`src/rtl/hb_duty_rx.sv`:
```
`default_nettype none
// ============================================================================
// Module   : hb_duty_rx
// Purpose  : SPI duty-frame receiver with double-buffered commit on clk_int
//            and starvation fault after consecutive missed windows.
// Revision : 1.0
// ============================================================================
module hb_duty_rx #(
    parameter int DMAX       = 1000,
    parameter int MISS_LIMIT = 4,
    parameter int TIMEOUT    = 20000
) (
    input  logic       clk,
    input  logic       rst_n,
    input  logic       clk_int,
    input  logic       sclk,
    input  logic       cs_n,
    input  logic       mosi,
    output logic [9:0] d_inv,
    output logic       rx_ok,
    output logic       rx_err,
    output logic       fault
);

    localparam int         c_TCNT_W = $clog2(TIMEOUT + 1);
    localparam int         c_MISS_W = $clog2(MISS_LIMIT + 1);
    localparam logic [9:0] c_DMAX   = 10'(DMAX);

    typedef enum logic [1:0] {
        S_IDLE  = 2'd0,
        S_ARMED = 2'd1,
        S_SHIFT = 2'd2,
        S_CHECK = 2'd3
    } state_t;

    state_t                r_state;
    logic                  r_sclk_s1, r_sclk_s2, r_sclk_d;
    logic                  r_cs_s1, r_cs_s2, r_cs_d;
    logic                  r_mosi_s1, r_mosi_s2;
    logic                  r_int_q, r_int_rise;
    logic [15:0]           r_sr;
    logic [4:0]            r_bcnt;
    logic [c_TCNT_W-1:0]   r_tcnt;
    logic [c_MISS_W-1:0]   r_miss;
    logic [9:0]            r_shadow;
    logic                  r_shadow_v;

    logic       w_sclk_rise, w_cs_fall, w_cs_rise, w_good, w_tmo;
    logic [9:0] w_duty_clamped;

    assign w_sclk_rise    = r_sclk_s2 & ~r_sclk_d;
    assign w_cs_fall      = ~r_cs_s2 & r_cs_d;
    assign w_cs_rise      = r_cs_s2 & ~r_cs_d;
    assign w_good         = (r_bcnt == 5'd16) && (r_sr[15:12] == 4'b1010);
    assign w_tmo          = (r_tcnt == c_TCNT_W'(TIMEOUT));
    assign w_duty_clamped = (r_sr[9:0] > c_DMAX) ? c_DMAX : r_sr[9:0];

    always_ff @(posedge clk) begin
        if (!rst_n) begin
            r_state    <= S_IDLE;
            r_sclk_s1  <= 1'b1;
            r_sclk_s2  <= 1'b1;
            r_sclk_d   <= 1'b1;
            r_cs_s1    <= 1'b1;
            r_cs_s2    <= 1'b1;
            r_cs_d     <= 1'b1;
            r_mosi_s1  <= 1'b0;
            r_mosi_s2  <= 1'b0;
            r_int_q    <= 1'b0;
            r_int_rise <= 1'b0;
            r_sr       <= '0;
            r_bcnt     <= '0;
            r_tcnt     <= '0;
            r_miss     <= '0;
            r_shadow   <= '0;
            r_shadow_v <= 1'b0;
            d_inv      <= '0;
            rx_ok      <= 1'b0;
            rx_err     <= 1'b0;
            fault      <= 1'b0;
        end else begin
            r_sclk_s1  <= sclk;
            r_sclk_s2  <= r_sclk_s1;
            r_sclk_d   <= r_sclk_s2;
            r_cs_s1    <= cs_n;
            r_cs_s2    <= r_cs_s1;
            r_cs_d     <= r_cs_s2;
            r_mosi_s1  <= mosi;
            r_mosi_s2  <= r_mosi_s1;
            r_int_q    <= clk_int;
            // Registered rise pulse gives the two-cycle commit latency
            r_int_rise <= clk_int & ~r_int_q;
            rx_ok      <= 1'b0;
            rx_err     <= 1'b0;

            if (r_int_rise) begin
                if (r_shadow_v) begin
                    d_inv      <= r_shadow;
                    r_shadow_v <= 1'b0;
                    r_miss     <= '0;
                    fault      <= 1'b0;
                end else if (r_miss >= c_MISS_W'(MISS_LIMIT - 1)) begin
                    r_miss <= c_MISS_W'(MISS_LIMIT);
                    fault  <= 1'b1;
                    d_inv  <= '0;
                end else begin
                    r_miss <= r_miss + 1'b1;
                end
            end

            case (r_state)
                S_IDLE: begin
                    r_tcnt <= '0;
                    if (r_int_rise) r_state <= S_ARMED;
                end
                S_ARMED: begin
                    if (r_int_rise) begin
                        r_tcnt <= '0;
                    end else if (w_tmo) begin
                        r_state <= S_IDLE;
                        rx_err  <= 1'b1;
                    end else begin
                        r_tcnt <= r_tcnt + 1'b1;
                        if (w_cs_fall) begin
                            r_state <= S_SHIFT;
                            r_bcnt  <= '0;
                            r_sr    <= '0;
                        end
                    end
                end
                S_SHIFT: begin
                    if (w_sclk_rise) begin
                        r_sr <= {r_sr[14:0], r_mosi_s2};
                        // Saturate past 16 so an over-long frame fails CHECK
                        if (r_bcnt < 5'd17) r_bcnt <= r_bcnt + 1'b1;
                    end
                    if (r_int_rise) begin
                        r_tcnt <= '0;
                    end else if (w_tmo) begin
                        r_state <= S_IDLE;
                        rx_err  <= 1'b1;
                    end else begin
                        r_tcnt <= r_tcnt + 1'b1;
                        if (w_cs_rise) r_state <= S_CHECK;
                    end
                end
                default: begin
                    // Set after the commit above so a same-cycle commit uses the old shadow
                    if (w_good) begin
                        r_shadow   <= w_duty_clamped;
                        r_shadow_v <= 1'b1;
                        rx_ok      <= 1'b1;
                    end else begin
                        rx_err <= 1'b1;
                    end
                    r_tcnt  <= '0;
                    r_state <= r_int_rise ? S_ARMED : S_IDLE;
                end
            endcase
        end
    end

endmodule
`default_nettype wire

```
`config.mk`:
```
export PLATFORM = sky130hd
export DESIGN_NAME = hb_duty_rx
export DESIGN_NICKNAME = d
export VERILOG_FILES = /design/src/rtl/hb_duty_rx.sv
export SDC_FILE = /design/constraint.sdc
export NUM_CORES = 1
export LEC_CHECK = 0
export ABC_AREA = 1
export CORE_MARGIN = 10
export CORE_UTILIZATION = 55
export DETAILED_ROUTE_END_ITERATION = 8
export PLACE_DENSITY = 0.75
export SETUP_SLACK_MARGIN = 0.5
export SLEW_MARGIN = 25
export SYNTH_ARGS = -nofsm -noshare
export SYNTH_HDL_FRONTEND = slang
export SYNTH_SLANG_ARGS = --single-unit
```
`constraint.sdc`:
```
create_clock -name clk -period 2 [get_ports clk]
set_input_delay 0.5 -clock clk [delete_from_list [all_inputs] [get_ports clk]]
set_output_delay 0.5 -clock clk [all_outputs]
set_load 0.01 [all_outputs]
```
==> metrics.md <==
| Metric | Value |
|---|---|
| Final nets | `507` |
| H-tree levels | `3` |
| DP Area | `3600 µm²` |
| Core Area | `5890 µm²` |
| Root Buffer Master | `clkbuf_8` |
| Max Slew Vio Count | `0` |
| Area Growth Syn to Fin | `32.1%` |
| CTS Buffer Depth | `2` |
| Met1 usage | `0.170` |
| Setup TNS | `0 ns` |
| Initial antenna violation count | `0` |
| Worst Path Max Fanout | `7` |
| Met3 Use GR | `0.0391` |
| Pin count of the biggest net entering global routing | `30` |
| GR Util met2 | `0.254` |
| PortBufs | `18` |
| EDFF count, synth | `0` |
| Least-Margin Pin Slew | `0.412 ns` |
| Number of global-route vias before repair | `2746` |
| Worst Hold Slack | `0.385 ns` |
| Final hold vios | `0` |
| Vias post-DR | `3058` |
| Post-Syn Area | `3310 µm²` |
| CP Data Required Time | `2.29 ns` |
| Arrival time at the worst endpoint | `1.85 ns` |
| Die width | `97.6 µm` |
| Reg clk slew, reported paths | `0.08 ns` |
| I/O pins | `19` |
| Die ar. | `9530 µm²` |
| Most common cell in the netlist | `nand2_1` |
| CP cell instances | `inv_4, ha_4, nand2_2, inv_2, nand2_2, nor2_4, nand2_4, nand2_4, nand2_8, nand2_8, nand2_1, a21oi_2` |
| Max Freq | `644 MHz` |
| Post-route minimum period | `1.55 ns` |
| Worst Skew | `0.0110 ns` |
| Synth area leaders | `dfxtp_1 (45%), nand2_1 (11%), inv_1 (5.8%)` |
| Pre-CTS setup slack | `0.211 ns` |
| Hold Crit Class | `flop to flop` |
| RSZ-0062 raised after global routing | `yes` |
| Worst ir drop on vdd | `536 µV` |
| Congestion Overflow GR | `0` |
| First-pass GRT wire length | `12300 µm` |
| Synth Instances | `444` |
| Vert. Die Dim | `97.6 µm` |
| Sink Count | `75` |
| Max stage delay cell, worst path | `dfxtp_4` |
| Routed len/inst | `13.7 µm` |
| Number of synthesized register bits | `75` |
| Finished Core Util | `0.743` |
| Register Area | `1530 µm²` |
| DRT antenna net count | `0` |
| Cts hold-fix bufs | `0` |
| Layout Cells excl Fill | `571` |
| Crit-path max cell delay | `0.37 ns` |
| Layout cells sized above 1 | `0.284` |
| Clk_lat worst skew | `0.35 ns` |
| CTS buffer count | `9` |
| CTS tree | `yes` |
| Setup CP Type | `flop to flop` |
| All-Layer GR Usage | `0.150` |
| Synth Area per Inst | `7.46 µm²` |
| Top-area cell type share of the netlist area | `0.453` |
| Row cnt | `28` |
| CP Buf/Inv Count | `2` |
| Most frequent cells after synthesis | `nand2_1 (101), dfxtp_1 (75), inv_1 (51), a21oi_1 (38), nand3_1 (38)` |
| Fin area | `4380 µm²` |
| Vias per inst | `5.36` |
| Post-Place Cells | `533` |
| CP startpoint kind | `flop` |
| Post-synthesis net count | `460` |
| Crit path capture type | `flop` |
| Top_reg_cell synth | `dfxtp_1` |
| WL final | `7810 µm` |
| Final setup fails | `0` |
| Busiest grt layer | `met2` |
| Status | `finished, final reports clean` |
| Async set-reset flop share out of synthesis | `0` |
| Synth Warn # | `0` |
| Family with the most delay on the worst path | `simple AND/OR/NAND/NOR gates` |
| Lkg Pwr | `1.70 nW` |
| DRC Markers | `0` |
| Yosys top cell by area | `dfxtp_1` |
| Slew headroom | `0.723` |
| Setup WS post-layout | `0.446 ns` |
| Multi-input gate area | `1880 µm²` |
| Starting DRC count in detailed routing | `267` |
| Crit share post-route | `0.777` |
| Max_cap viols | `0` |
| PD cells | `979 nW/µm²` |
| Initial core utilization | `0.563` |
| Filler cell count in the final layout | `399` |
| Post-synthesis sequential area ratio | `0.453` |
| Final Power | `4.28 mW` |
| Post-detail-place hpwl | `4740 µm` |
| Antenna Cells | `0` |
| DR pass1 iterations | `4` |
| Gp weighted congestion | `0.816` |
| Yosys cell types | `39` |
final cells by class:
class,instances,share of cell area
inverter,56,0.0515
tap,75,0.0214
multi-input combinational,302,0.431
sequential,75,0.349
clock inverter,6,0.0217
timing repair buffer,46,0.0929
clock buffer,10,0.0315
timing repair inverter,1,0.00172
what timing repair did:
item / in CTS / in global routing
setup buffers: 7 / 11
setup endpoints to repair: 48 / 64
pin swaps: 8 / 19
resized for setup: 45 / 93
cloned: 2 / 2
path summary, 6_finish.rpt:
check                               end                   start  slack [ns]  cells after the start
hold reg to reg   r_int_rise$_SDFF_PN0_      r_int_q$_SDFF_PN0_        0.38                      1
setup reg to reg   r_sr[1]$_SDFFE_PN0P_  r_tcnt[0]$_SDFFE_PP0N_        0.45                     12
hold / removal    r_int_rise$_SDFF_PN0_      r_int_q$_SDFF_PN0_        0.38                      1
setup / recovery   r_sr[1]$_SDFFE_PN0P_  r_tcnt[0]$_SDFFE_PP0N_        0.45                     12
routing by layer:
metal | share of wire | wire (µm)
met1 | 0.43 | 3330
met2 | 0.50 | 3900
met3 | 0.054 | 421
met4 | 0.020 | 157
met5 | 0 | 0
worst register-to-register path: cells and delay by family (launching register included):
family / cells / cell delay (ns)
AO/OA/AOI/OAI: 1 / 0.13
adder cells (fa/ha/maj): 1 / 0.14
buffers and inverters: 2 / 0.13
flip-flops: 1 / 0.37
AND/OR/NAND/NOR: 8 / 0.73
layout by cell type (no fill, tap or decap), types with 3 or more instances in the layout:
master,n
nand2_1,86
nor2_1,29
dfxtp_1,66
dlygate4sd2_1,5
nand2_4,7
clkdlybuf4s50_1,5
o21ai_0,12
buf_6,4
a21oi_1,31
nor2_2,5
nor2_4,5
inv_6,3
dfxtp_4,5
o22ai_1,4
inv_2,10
nand3_4,3
o21ai_1,8
buf_4,23
a21oi_2,8
inv_1,39
nand4_1,8
nor3_1,5
nand2_2,13
ha_1,4
clkdlybuf4s15_1,7
nand3_1,34
or2_2,5
dfxtp_2,4
ha_4,5
nand2_8,4
inv_4,6
clkbuf_8,10
registers in the layout, indices dropped and copies added (netlist names), 2 cells and up:
signal    cells
r_miss        3
d_inv        10
r_shadow     10
r_tcnt       15
r_state       2
r_sr         16
r_bcnt        5
power breakdown:
part	switching, mW	internal [mW]	total, mW
clock network	0.610	0.752	1.36
registers	0.0820	1.58	1.66
logic	0.774	0.488	1.26
total	1.47	2.82	4.28
kinds of logic (layout without fill, tap and decap cells):
logic type | count (synthesis) | in the layout | share of synthesized area
AO/OA/AOI/OAI | 74 | 74 | 0.119
adder cells (fa/ha/maj) | 10 | 10 | 0.0378
flip-flops | 75 | 75 | 0.453
AND/OR/NAND/NOR | 215 | 217 | 0.303
XOR/XNOR | 1 | 1 | 0.00264
buffers and inverters | 69 | 119 | 0.0842
Note: power is estimated with default switching activity, not from simulation.
